--- src/rtl/mesi_isc_nway.sv ---
// mesi_isc_nway: N-CPU MESI broadcast coherence controller. Per-CPU request
// FIFOs feed a round-robin arbiter into a shared broadcast FIFO, which a
// snoop/enable engine drains one broadcast at a time.
module mesi_isc_nway #(
    parameter int unsigned CPU_COUNT            = 4,
    parameter int unsigned CPU_ID_WIDTH         = 2,
    parameter int unsigned MBUS_CMD_WIDTH       = 3,
    parameter int unsigned CBUS_CMD_WIDTH       = 3,
    parameter int unsigned ADDR_WIDTH           = 32,
    parameter int unsigned BROAD_ID_WIDTH       = 5,
    parameter int unsigned BREQ_FIFO_SIZE       = 2,
    parameter int unsigned BREQ_FIFO_SIZE_LOG2  = 1,
    parameter int unsigned BROAD_FIFO_SIZE      = 4,
    parameter int unsigned BROAD_FIFO_SIZE_LOG2 = 2
) (
    input  logic                                clk,
    input  logic                                rst,
    input  logic [CPU_COUNT*MBUS_CMD_WIDTH-1:0] mbus_cmd_array_i,
    input  logic [CPU_COUNT*ADDR_WIDTH-1:0]     mbus_addr_array_i,
    input  logic [CPU_COUNT-1:0]                cbus_ack_array_i,
    output logic [CPU_COUNT-1:0]                mbus_ack_array_o,
    output logic [ADDR_WIDTH-1:0]               cbus_addr_o,
    output logic [CPU_COUNT*CBUS_CMD_WIDTH-1:0] cbus_cmd_array_o,
    output logic [BROAD_ID_WIDTH-1:0]           broad_id_o,
    output logic                                busy_o
);
    localparam int unsigned BqPw = (BREQ_FIFO_SIZE_LOG2 > 0) ? BREQ_FIFO_SIZE_LOG2 : 1;
    localparam int unsigned BqCw = BqPw + 1;
    localparam int unsigned BfPw = (BROAD_FIFO_SIZE_LOG2 > 0) ? BROAD_FIFO_SIZE_LOG2 : 1;
    localparam int unsigned BfCw = BfPw + 1;
    localparam int unsigned BqW  = 1 + ADDR_WIDTH;
    localparam int unsigned BfW  = BqW + CPU_ID_WIDTH + BROAD_ID_WIDTH;

    localparam logic [MBUS_CMD_WIDTH-1:0] MbusWrBroad = MBUS_CMD_WIDTH'(3);
    localparam logic [MBUS_CMD_WIDTH-1:0] MbusRdBroad = MBUS_CMD_WIDTH'(4);
    localparam logic [CBUS_CMD_WIDTH-1:0] CbusWrSnoop = CBUS_CMD_WIDTH'(1);
    localparam logic [CBUS_CMD_WIDTH-1:0] CbusRdSnoop = CBUS_CMD_WIDTH'(2);
    localparam logic [CBUS_CMD_WIDTH-1:0] CbusEnWr    = CBUS_CMD_WIDTH'(3);
    localparam logic [CBUS_CMD_WIDTH-1:0] CbusEnRd    = CBUS_CMD_WIDTH'(4);

    typedef enum logic [1:0] {StIdle, StSnoop, StEnable} state_e;

    // Request FIFOs: entry is {is_rd, addr}.
    logic [CPU_COUNT-1:0] mbus_ack_q, breq_push, breq_pop, breq_empty, arb_pick;
    logic [BqPw-1:0]      breq_wr_q [CPU_COUNT];
    logic [BqPw-1:0]      breq_rd_q [CPU_COUNT];
    logic [BqCw-1:0]      breq_cnt_q[CPU_COUNT];
    logic [BqW-1:0]       breq_din  [CPU_COUNT];
    logic [BqW-1:0]       breq_mem_q[CPU_COUNT][BREQ_FIFO_SIZE];

    // Broadcast FIFO: entry is {is_rd, addr, cpu_id, tag}.
    logic [BfPw-1:0]           broad_wr_q, broad_rd_q;
    logic [BfCw-1:0]           broad_cnt_q;
    logic [BfW-1:0]            broad_mem_q[BROAD_FIFO_SIZE];
    logic [BfW-1:0]            broad_head;
    logic                      broad_full, broad_empty, broad_pop, arb_found, arb_push;
    logic [BqW-1:0]            arb_entry;
    logic [CPU_ID_WIDTH-1:0]   arb_id, rr_q;
    logic [BROAD_ID_WIDTH-1:0] tag_q;

    // Broadcast engine.
    state_e                           state_q, state_d;
    logic [CPU_COUNT-1:0]             done_q, done_d;
    logic [CPU_ID_WIDTH-1:0]          origin_q;
    logic                             is_rd_q;
    logic [ADDR_WIDTH-1:0]            addr_q;
    logic [BROAD_ID_WIDTH-1:0]        id_q;
    logic [CPU_COUNT*CBUS_CMD_WIDTH-1:0] cbus_cmd;

    function automatic logic [BqPw-1:0] bq_inc(input logic [BqPw-1:0] p);
        return (p == BqPw'(BREQ_FIFO_SIZE - 1)) ? '0 : p + BqPw'(1);
    endfunction

    function automatic logic [BfPw-1:0] bf_inc(input logic [BfPw-1:0] p);
        return (p == BfPw'(BROAD_FIFO_SIZE - 1)) ? '0 : p + BfPw'(1);
    endfunction

    assign broad_full  = (broad_cnt_q == BfCw'(BROAD_FIFO_SIZE));
    assign broad_empty = (broad_cnt_q == '0);
    assign broad_head  = broad_mem_q[broad_rd_q];

    // Accept decode per CPU, then round-robin pick starting after the last winner.
    always_comb begin
        for (int c = 0; c < CPU_COUNT; c++) begin
            logic [MBUS_CMD_WIDTH-1:0] cmd;
            cmd           = mbus_cmd_array_i[c*MBUS_CMD_WIDTH +: MBUS_CMD_WIDTH];
            breq_empty[c] = (breq_cnt_q[c] == '0);
            // A full FIFO blocks even if it pops this edge; ack cycle blocks re-accept.
            breq_push[c]  = ((cmd == MbusWrBroad) || (cmd == MbusRdBroad)) && !mbus_ack_q[c] &&
                            (breq_cnt_q[c] != BqCw'(BREQ_FIFO_SIZE));
            breq_din[c]   = {cmd == MbusRdBroad, mbus_addr_array_i[c*ADDR_WIDTH +: ADDR_WIDTH]};
        end
        arb_pick  = '0;
        arb_found = 1'b0;
        arb_id    = '0;
        arb_entry = '0;
        for (int c = 0; c < CPU_COUNT; c++) begin
            if (!arb_found && c > int'(rr_q) && !breq_empty[c]) begin
                arb_found   = 1'b1;
                arb_pick[c] = 1'b1;
                arb_id      = CPU_ID_WIDTH'(c);
                arb_entry   = breq_mem_q[c][breq_rd_q[c]];
            end
        end
        for (int c = 0; c < CPU_COUNT; c++) begin
            if (!arb_found && c <= int'(rr_q) && !breq_empty[c]) begin
                arb_found   = 1'b1;
                arb_pick[c] = 1'b1;
                arb_id      = CPU_ID_WIDTH'(c);
                arb_entry   = breq_mem_q[c][breq_rd_q[c]];
            end
        end
        arb_push = arb_found && !broad_full;
        breq_pop = arb_push ? arb_pick : '0;
    end

    // Request FIFO pointers, occupancy and main-bus ack.
    always_ff @(posedge clk or posedge rst) begin
        if (rst) begin
            mbus_ack_q <= '0;
            for (int c = 0; c < CPU_COUNT; c++) begin
                breq_wr_q[c]  <= '0;
                breq_rd_q[c]  <= '0;
                breq_cnt_q[c] <= '0;
            end
        end else begin
            mbus_ack_q <= breq_push;
            for (int c = 0; c < CPU_COUNT; c++) begin
                if (breq_push[c]) breq_wr_q[c] <= bq_inc(breq_wr_q[c]);
                if (breq_pop[c])  breq_rd_q[c] <= bq_inc(breq_rd_q[c]);
                breq_cnt_q[c] <= breq_cnt_q[c] + BqCw'(breq_push[c]) - BqCw'(breq_pop[c]);
            end
        end
    end

    // Request FIFO storage; contents are don't-care until written.
    always_ff @(posedge clk) begin
        for (int c = 0; c < CPU_COUNT; c++) begin
            if (breq_push[c]) breq_mem_q[c][breq_wr_q[c]] <= breq_din[c];
        end
    end

    // Broadcast FIFO pointers, round-robin pointer and tag counter.
    always_ff @(posedge clk or posedge rst) begin
        if (rst) begin
            broad_wr_q  <= '0;
            broad_rd_q  <= '0;
            broad_cnt_q <= '0;
            rr_q        <= CPU_ID_WIDTH'(CPU_COUNT - 1);
            tag_q       <= '0;
        end else begin
            if (arb_push) begin
                broad_wr_q <= bf_inc(broad_wr_q);
                rr_q       <= arb_id;
                tag_q      <= tag_q + BROAD_ID_WIDTH'(1);
            end
            if (broad_pop) broad_rd_q <= bf_inc(broad_rd_q);
            broad_cnt_q <= broad_cnt_q + BfCw'(arb_push) - BfCw'(broad_pop);
        end
    end

    // Broadcast FIFO storage.
    always_ff @(posedge clk) begin
        if (arb_push) broad_mem_q[broad_wr_q] <= {arb_entry, arb_id, tag_q};
    end

    // Engine next state and coherence commands.
    always_comb begin
        state_d   = state_q;
        done_d    = done_q;
        broad_pop = 1'b0;
        cbus_cmd  = '0;
        unique case (state_q)
            StIdle: begin
                if (!broad_empty) begin
                    broad_pop = 1'b1;
                    done_d    = '0;
                    state_d   = StSnoop;
                end
            end
            StSnoop: begin
                for (int c = 0; c < CPU_COUNT; c++) begin
                    if (c != int'(origin_q)) begin
                        if (!done_q[c]) begin
                            cbus_cmd[c*CBUS_CMD_WIDTH +: CBUS_CMD_WIDTH] =
                                is_rd_q ? CbusRdSnoop : CbusWrSnoop;
                            if (cbus_ack_array_i[c]) done_d[c] = 1'b1;
                        end
                    end else begin
                        // The origin is never snooped; treat it as already done.
                        done_d[c] = 1'b1;
                    end
                end
                if (&done_d) state_d = StEnable;
            end
            StEnable: begin
                for (int c = 0; c < CPU_COUNT; c++) begin
                    if (c == int'(origin_q)) begin
                        cbus_cmd[c*CBUS_CMD_WIDTH +: CBUS_CMD_WIDTH] =
                            is_rd_q ? CbusEnRd : CbusEnWr;
                        if (cbus_ack_array_i[c]) state_d = StIdle;
                    end
                end
            end
            default: state_d = StIdle;
        endcase
    end

    // Engine state and the broadcast currently being served.
    always_ff @(posedge clk or posedge rst) begin
        if (rst) begin
            state_q  <= StIdle;
            done_q   <= '0;
            origin_q <= '0;
            is_rd_q  <= 1'b0;
            addr_q   <= '0;
            id_q     <= '0;
        end else begin
            state_q <= state_d;
            done_q  <= done_d;
            if (broad_pop) begin
                is_rd_q  <= broad_head[BfW-1];
                addr_q   <= broad_head[BfW-2 -: ADDR_WIDTH];
                origin_q <= broad_head[BROAD_ID_WIDTH +: CPU_ID_WIDTH];
                id_q     <= broad_head[BROAD_ID_WIDTH-1:0];
            end
        end
    end

    assign mbus_ack_array_o = mbus_ack_q;
    assign cbus_cmd_array_o = cbus_cmd;
    assign cbus_addr_o      = addr_q;
    assign broad_id_o       = id_q;
    assign busy_o           = (state_q != StIdle);

endmodule
--- config.mk ---
export PLATFORM = sky130hd
export DESIGN_NAME = mesi_isc_nway
export DESIGN_NICKNAME = d
export VERILOG_FILES = /design/src/rtl/mesi_isc_nway.sv
export SDC_FILE = /design/constraint.sdc
export NUM_CORES = 1
export LEC_CHECK = 0
export BUFFER_PORTS_ARGS = -buffer_cell sky130_fd_sc_hd__buf_4
export CORE_MARGIN = 2
export CORE_UTILIZATION = 50
export CTS_CLUSTER_SIZE = 20
export DETAILED_ROUTE_END_ITERATION = 16
export PLACE_DENSITY = 0.76
export SYNTH_ARGS = -nofsm -noshare
export SYNTH_HDL_FRONTEND = slang
export SYNTH_SLANG_ARGS = --single-unit
--- constraint.sdc ---
create_clock -name clk -period 4.05 [get_ports clk]
set_clock_uncertainty 0.2 [all_clocks]
set_input_delay 0.6075 -clock clk [delete_from_list [all_inputs] [get_ports clk]]
set_output_delay 0.6075 -clock clk [all_outputs]
set_load 0.01 [all_outputs]
Yosys cells after proc, flatten, opt, wreduce, memory -nomap -nowiden
Memory sizes are Yosys's and may differ from the RTL's. A register that Yosys moved wholly into a read port is not among the register bits.
Cells that the tools add are included.
Widths: inputs -> output; s select.
{"block": "word_totals", "reg_bits": 40, "ram_bits": 424, "in_bits": 146, "out_inout_bits": 54, "wordCells": 265, "mem_count": 2}
{"block": "classes", "addsub": 21, "order_cmp": 18, "n_eq_ne": 25, "muxes": 114, "bitwise_logic": 8, "n_reduce_logical": 57}
{"memory": "breq_mem_q", "depth": 4, "width": 66, "read_ports": 4, "rd_ports_with_merged_regs": 0, "wr": 4, "line": "49", "text": "logic [BqW-1:0] breq_mem_q[CPU_COUNT][BREQ_FIFO_SIZE];"}
{"memory": "broad_mem_q", "depth": 4, "width": 40, "read_ports": 1, "rd_ports_with_merged_regs": 1, "wr": 1, "line": "54", "text": "logic [BfW-1:0] broad_mem_q[BROAD_FIFO_SIZE];"}
{"operator": "$mux 33", "n": 23}
{"operator": "$mux 66", "n": 4}
{"operator": "$demux 33 s1", "n": 4}
{"operator": "$mux 2", "n": 27}
{"operator": "$mux 1", "n": 46}
{"operator": "$logic_and 1x1->1", "n": 25}
{"operator": "$pmux 12 s2", "n": 1}
{"operator": "$ge 2x2->1 const B", "n": 8}
{"operator": "$not 1->2", "n": 8}
{"operator": "$eq 3x3->1 const B", "n": 5}
{"operator": "$logic_not 1->1", "n": 15}
{"operator": "$mux 3", "n": 5}
{"operator": "$eq 3x2->1 const B", "n": 4}
{"operator": "$logic_not 2->1", "n": 6}
{"operator": "$ne 2x2->1 const B", "n": 6}
{"operator": "$add 1x1->1 const B", "n": 8}
{"operator": "$add 2x1->2", "n": 4}
{"operator": "$lt 2x1->1 const B", "n": 4}
{"operator": "$mux 4", "n": 2}
{"operator": "$pmux 4 s2", "n": 1}
{"operator": "$sub 2x1->2", "n": 4}
{"operator": "$eq 2x2->1 const B", "n": 3}
{"operator": "$pmux 2 s3", "n": 1}
{"operator": "$reduce_bool 2->1", "n": 3}
{"operator": "other kinds (17)", "n": 26}

Logic depth before layout (Yosys ltp)
Gate-level depths: netlist of the first run.
{"block": "depth", "word_depth": 30, "depth_mapped": 11, "mapped_depth_nobuf": 9}

Least setup slack after synthesis of the first run
No wires, ideal clock.
{"block": "synth_timing", "path_type": "input to register", "from": "input mbus_cmd_array_i[1]", "to": "memory breq_mem_q[0][33] (netlist bit), enable pin", "setup_ps": 427, "t_arrival_ps": 2625, "required_time_ps": 3423, "setup_slack_ps": 798, "stages": 3, "n_path_buf": 0, "cell_sequence": "nor3b_1 > o21a_1 > nor2b_1"}
{"item": "start: declaration", "line": "18", "text": "input logic [CPU_COUNT*MBUS_CMD_WIDTH-1:0] mbus_cmd_array_i,"}
{"item": "end: declaration", "line": "49"}

Final worst setup path of the first run
{"block": "layout_timing", "from": "register breq_cnt_q[5] (netlist bit)", "to": "register breq_cnt_q[7] (netlist bit)"}
{"block": "layout_via", "elab_chain_cells": 30, "word_cells_on_any_way": 31, "cone_classes": "add/sub (1); mux (9); reduce/logical (21)"}
{"item": "start: declaration", "line": "47", "text": "logic [BqCw-1:0] breq_cnt_q[CPU_COUNT];"}
{"item": "start signal: indexed assignment", "line": "131", "text": "breq_cnt_q[c] <= breq_cnt_q[c] + BqCw'(breq_push[c]) - BqCw'(breq_pop[c]);"}
{"item": "$logic_not 2->1 *", "line": "87", "text": "breq_empty[c] = (breq_cnt_q[c] == '0);"}
{"item": "$logic_not 1->1 *", "line": "98, 106"}
{"item": "$logic_and 1x1->1", "line": "98", "text": "if (!arb_found && c > int'(rr_q) && !breq_empty[c]) begin"}
{"item": "$mux 1", "line": "98"}
{"item": "$logic_not 1->1", "line": "98"}
{"item": "$logic_and 1x1->1 (2 in series)", "line": "98"}
{"item": "$mux 1", "line": "98"}
{"item": "$logic_not 1->1", "line": "98"}
{"item": "[13 not listed]"}
{"item": "$mux 1", "line": "106", "text": "if (!arb_found && c <= int'(rr_q) && !breq_empty[c]) begin"}
{"item": "$logic_not 1->1", "line": "106"}
{"item": "$logic_and 1x1->1 (2 in series)", "line": "106"}
{"item": "$mux 1", "line": "106"}
{"item": "$logic_and 1x1->1", "line": "113", "text": "arb_push = arb_found && !broad_full;"}
{"item": "$mux 4 *", "line": "114", "text": "breq_pop = arb_push ? arb_pick : '0;"}
{"item": "net breq_pop[0]", "line": "44", "text": "logic [CPU_COUNT-1:0] mbus_ack_q, breq_push, breq_pop, breq_empty, arb_pick;"}
{"item": "$sub 2x1->2 *", "line": "131"}
The timed path passes the listed nets; every way through them passes the cells marked *.
A chain may end at the register's enable or synchronous reset.

==> results.toml, run 1 <==
[power]
seqPwrFrac = 0.412
power.leakage_nw = 9.546
p_clk_frac = 0.229
powerDensity_mw_per_mm2 = 849.7
switching_share = 0.3312
ir_worst_vdd_v = 0.0004709
p_int_w = 0.01471
p_comb_frac = 0.359
switchingPower_w = 0.007282

[route]
drc = 0
wl_mm = 48.57
vias_per_cell = 5.753
wl_per_cell_um = 23.03
num_vias = 12130
initialDrtViolationCount = 1235
antenna_left = 0
drtPass1Iterations = 7

[floorplan]
dieArea_mm2 = 0.04337
die_x_um = 208.3
rows = 74
die_y_um = 208.3
fp.coreArea_mm2 = 0.04102
ioPinCount = 200
floorplan.initialDensity = 0.5086

[setup_path]
critical_path_class = "reg -> reg"
cp_max_fo = 31
r2r_cells = 9
endpoint_kind = "flip-flop"
arrival_ns = 3.37
r2r_slack_ns = 0.98
path_delay_family = "simple AND/OR/NAND/NOR gates"
critPathRequiredTime_ns = 4.35
crit_buf_inv = 1
critPathLaunchType = "flip-flop"
slowest_delay_ns = 0.67
r2r_end = "breq_cnt_q[7]"
slowest_stage = "o21ba_2"
worstReg2RegStart = "breq_cnt_q[5]"
cp_cell_sequence = "o21ba_2 -> nand2b_1 -> nand2b_4 -> nor3_2 -> ha_1 -> inv_1 -> ha_1 -> xnor2_1 -> xnor2_1"

[min_path]
holdCritStartpoint = "mbus_addr_array_i[126]"
min_path_cells = 1
min_path_type = "in -> reg"
min_to = "breq_mem_q[3][63]"

[sta]
hold_violations = 0
finalCritPeriodShare = 0.7578
min_period_ns = 3.069
finalSetupTns_ns = 0
fmax_ghz = 0.3258
setup_viol = 0
slew_viol_final = 0
tightestPinTransition_ns = 0.8740
rsz0062_at_grt = "false"
slew_headroom = 0.4160

[clocking]
h-tree-depth = 2
post_cts_buffers = 0
clkTransAtPathRegs_ns = 0.06
numCtsBuffers = 50
insertion_delay_ns = 0.60
ctsRootBufferMaster = "clkbuf_16"
clockBufferDepth = 3
numClockSinks = 504
cts_tree = "done"

[logic_synthesis]
syn_area_per_cell_um2 = 17.07
seq_area_frac_synth = 0.7064
synthesis.nets = 1388
synthArstFlopShare = 0.1587
yosysWarnings = 0
synth_area_mm2 = 0.02086
ys_seq_elements = 504
synth_cells = 1222
synth_edf_count = 424
synth_top_area_share = 0.6103
synth_area_leader_cell = "edfxtp_1"
yosysUniqueCellTypes = 65
ys.flop_type = "edfxtp_1"
synth_area_leaders = "edfxtp_1 61%, dfrtp_1 9.4%, mux2i_1 4.7%"

[global_route]
grt_pass1_vias = 12340
overflow = 0
grt.total_usage = 0.2242
grt_pass1_wl_mm = 73.66
antenna_found_initial = 0
grt_max_degree = 67

[layout]
final_util = 0.6309
syn_to_final_growth_pct = 24.05
drive_gt1_frac = 0.3202
antenna_cells = 0
final_nets = 1705

[place]
globalplace.congestion = 0.8932
io_buffers = 199
dpl.hpwl_mm = 32.37

[job]
max_cap_violations = 0

[outcome]
outcome = "complete, no violations"
==> cells in the mapped netlist (29+ instances only) <==
library cell / instances
edfxtp_1: 424
mux2i_1: 98
dfrtp_1: 78
mux2_2: 77
nor2_1: 57
mux4_2: 41
buf_2: 39
nor3_1: 38
a211oi_1: 34
a31oi_1: 30
o221a_2: 30
clkbuf_1: 29
==> power groups by stage <==
stage	combinational (W)	clock, W	sequential (W)
after floorplan	0.00561	0	0.00868
after global placement	0.00759	0	0.00904
after detailed placement	0.00775	0	0.00916
after CTS	0.00788	0.00511	0.00908
after global routing	0.00850	0.00534	0.00926
final	0.00789	0.00504	0.00906
==> flip-flops by register name (all words and copies together) (netlist names), 2 cells and up <==
register and flops:
breq_cnt_q 8, breq_mem_q 264, breq_rd_q 4, breq_wr_q 4, broad_cnt_q 3, broad_id_o 5, broad_mem_q 160, broad_rd_q 2
broad_wr_q 2, cbus_addr_o 32, done_q 4, mbus_ack_array_o 4, origin_q 2, rr_q 2, state_q 2, tag_q 5
==> metal layers <==
layer  global-route usage  vias to the layer above  part of all wire
met3              0.04166                       76             0.067
met2               0.3532                      479              0.48
li1                     -                     5522                 -
met1               0.3238                     6057              0.44
met4              0.06028                        0             0.023
met5                    0                        -                 0
==> kinds of logic (layout without fill, tap and decap cells) <==
group | Yosys count | after routing | share of synthesized area
flops | 504 | 504 | 0.7064
simple gates | 177 | 177 | 0.04408
buf+inv | 92 | 447 | 0.01967
compound gates | 191 | 191 | 0.07539
mux | 216 | 216 | 0.1328
fa+ha+maj | 20 | 20 | 0.01236
xor+xnor | 22 | 22 | 0.009237
==> per-stage QoR <==
step                      setup slack, ns  hold slack [ns]  std cells  area [µm²]  power, W
after floorplan                    0.7976           0.2555       1222       20860   0.01430
after global placement              1.066           0.2865       1911       22990   0.01663
after detailed placement            1.036           0.2956       1911       22990   0.01692
after CTS                           1.013      0.000003775       2103       25820   0.02207
after global routing               0.8212        -0.001808       2109       25880   0.02310
final                              0.9810          0.02397       2109       25880   0.02199
==> final cells by class <==
cell class                      instances  area (µm²)
Inverter                               15       57.56
Clock buffer                           62        1348
Clock inverter                         28       464.2
Sequential cell                       504       14740
Multi-Input combinational cell        626        5752
Fill cell                            2848       15140
Timing Repair Buffer                  342        2850
Tap cell                              532       665.6
==> worst register-to-register path, stage by stage (launching register included) <==
cell,delay (ns)
dfrtp_1,0.55
o21ba_2,0.67
nand2b_1,0.23
nand2b_4,0.39
nor3_2,0.10
ha_1,0.32
inv_1,0.04
ha_1,0.18
xnor2_1,0.17
xnor2_1,0.14
==> placed cells by master, fill, tap and decap left out, types with 20 or more instances in the layout <==
cell,count
a31oi_1,30
nor2_1,55
clkbuf_16,51
nor3_1,38
mux2_2,77
mux2i_1,98
mux4_2,41
dfrtp_1,74
a211oi_1,34
dlygate4sd3_1,108
edfxtp_1,424
nand2_1,21
buf_4,233
o221a_2,30
a221oi_1,20
==> worst max-delay path by stage <==
stage                             start  depth (start not counted)                end
floorplan           mbus_cmd_array_i[1]                          3  breq_mem_q[0][33]
global placement          breq_cnt_q[5]                          9      breq_cnt_q[7]
detailed placement        breq_cnt_q[5]                          9      breq_cnt_q[7]
CTS                       breq_cnt_q[5]                          9      breq_cnt_q[7]
global route              breq_cnt_q[5]                          9      breq_cnt_q[7]
finish                    breq_cnt_q[5]                          9      breq_cnt_q[7]
==> repair_timing <==
item | 4_1_cts | 5_1_grt
hold buffers | 102 | 6
endpoints found under the hold margin | 221 | 10
gates resized for setup | 0 | 0
No activity file was read; power rests on OpenSTA's default activity.
==> run 2: changes to the inputs <==
clock period = 2.89 ns   (was 4.05 ns; I/O delays follow)
==> results.toml, run 2 (synthesis gave the netlist of run 1 again) <==
[outcome]
outcome = "complete, no violations"

[global_route]
grt_pass1_wl_mm = 76.36
grt.total_usage = 0.2342
antenna_found_initial = 2
overflow = 0
grt_pass1_vias = 12670
grt_max_degree = 64

[place]
dpl.hpwl_mm = 33.05
globalplace.congestion = 0.8653
dp.cells = 1929
place_area_mm2 = 0.02336
io_buffers = 199

[clocking]
clockBufferDepth = 3
insertion_delay_ns = 0.60
ctsRootBufferMaster = "clkbuf_16"
cts_tree = "done"
clkTransAtPathRegs_ns = 0.06
h-tree-depth = 2
numClockSinks = 504
numCtsBuffers = 50

[setup_path]
endpoint_kind = "flip-flop"
critPathRequiredTime_ns = 2.99
critical_path_class = "reg -> reg"
critPathLaunchType = "flip-flop"
cp_max_fo = 30
slowest_delay_ns = 0.63
slowest_stage = "dfstp_2"
arrival_ns = 2.86
r2r_slack_ns = 0.13
cp_cell_sequence = "o21bai_1 -> a21oi_2 -> nand2b_4 -> buf_4 -> o221a_2 -> a221oi_1"

[sta]
tightestPinTransition_ns = 0.7377
slew_headroom = 0.5082
hold_violations = 0
setup_viol = 0
min_period_ns = 2.765
fmax_ghz = 0.3617
rsz0062_at_grt = "false"
finalCritPeriodShare = 0.9567
slew_viol_final = 0
finalSetupTns_ns = 0

[floorplan]
ioPinCount = 200
die_x_um = 208.3
fp.coreArea_mm2 = 0.04102
die_y_um = 208.3
dieArea_mm2 = 0.04337
floorplan.initialDensity = 0.5086
rows = 74

[layout]
multi_input_area_mm2 = 0.005757
final_cell_mix = "424 x edfxtp_1, 232 x buf_4, 140 x dlygate4sd3_1"
final_common_cell = "edfxtp_1"
syn_to_final_growth_pct = 26.66
fillers = 2794
final_util = 0.6442
seqCellArea_mm2 = 0.01474
postLayoutCellArea_mm2 = 0.02642
final_nets = 1755
largest_reg_flops = 264
drive_gt1_frac = 0.3182
stdcell_count = 2165

[route]
drtPass1Iterations = 5
vias_per_cell = 5.786
antenna_left = 0
wl_per_cell_um = 23.46
drc = 0
wl_mm = 50.79
num_vias = 12530
initialDrtViolationCount = 938

[power]
total_power_w = 0.03098
p_int_w = 0.02057
p_comb_frac = 0.391
powerDensity_mw_per_mm2 = 1172
ir_worst_vdd_v = 0.0005568
seqPwrFrac = 0.398
power.leakage_nw = 9.773
switchingPower_w = 0.01040
switching_share = 0.3359
p_clk_frac = 0.211

[job]
max_cap_violations = 0

[min_path]
min_path_type = "in -> reg"
[run 2: cell count changes in the layout (fill, tap and decap cells not counted), moves of 6 or more]
cell	delta
buf_12	+19
bufinv_16	-6
clkinv_1	+8
dlygate4sd3_1	+32
[run 2: critical path, delay by kind of cell, from the launching register on]
kind | cells | cell delay, ns
and+or+nand+nor | 1 | 0.17
buffers and inverters | 1 | 0.24
AOI/OAI and AO/OA | 4 | 1.22
DFF | 1 | 0.63
[run 2: area by class of cell]
class | count | area share
inverters | 15 | 0.002178
flip-flops and latches | 504 | 0.5579
clock inverters | 33 | 0.01245
clock buffers | 61 | 0.05010
diodes | 2 | 0.0001894
multi-input cells | 626 | 0.2179
repair buffers | 392 | 0.1341
well taps | 532 | 0.02519
[run 2: per-layer routing]
layer / up-vias / global-route usage / share of wire
met5: - / 0 / 0
met4: 0 / 0.08137 / 0.030
met3: 104 / 0.04785 / 0.075
met2: 526 / 0.3647 / 0.47
met1: 6260 / 0.3313 / 0.43
li1: 5636 / - / -
[run 2: path summary, 6_finish.rpt]
path / end / from / depth (start not counted)
max: broad_mem_q[2][23] / rr_q[0] / 6
min: mbus_ack_array_o[1] / mbus_cmd_array_i[5] / 3
max reg2reg: broad_mem_q[2][23] / rr_q[0] / 6
min reg2reg: cbus_addr_o[13] / cbus_addr_o[13] / 1
max in group asynchronous: broad_rd_q[0] / rst / 4
min in group asynchronous: breq_rd_q[0] / rst / 3
[run 2: power groups by stage]
stage / clock, W / combinational [W] / sequential [W]
after floorplan: 0 / 0.00788 / 0.0121
after global placement: 0 / 0.0116 / 0.0123
after detailed placement: 0 / 0.0119 / 0.0125
after CTS: 0.00664 / 0.0121 / 0.0124
after global routing: 0.00691 / 0.0130 / 0.0126
final: 0.00654 / 0.0121 / 0.0123
[run 2: through the flow]
step	hold WS [ns]	setup slack, ns
global route	0.06393	0.003509
CTS	0.02094	0.1200
detailed placement	0.2635	0.1720
global placement	0.2529	0.1817
finish	0.04484	0.1253
floorplan	0.2731	0.2081
[run 2: what timing repair did]
action | 4_1_cts | 5_1_grt
hold endpoints to repair | 287 | 0
endpoints found under the setup margin | 0 | 1
resized for setup | 0 | 1
hold buffers | 140 | 0
buffers inserted | 0 | 0
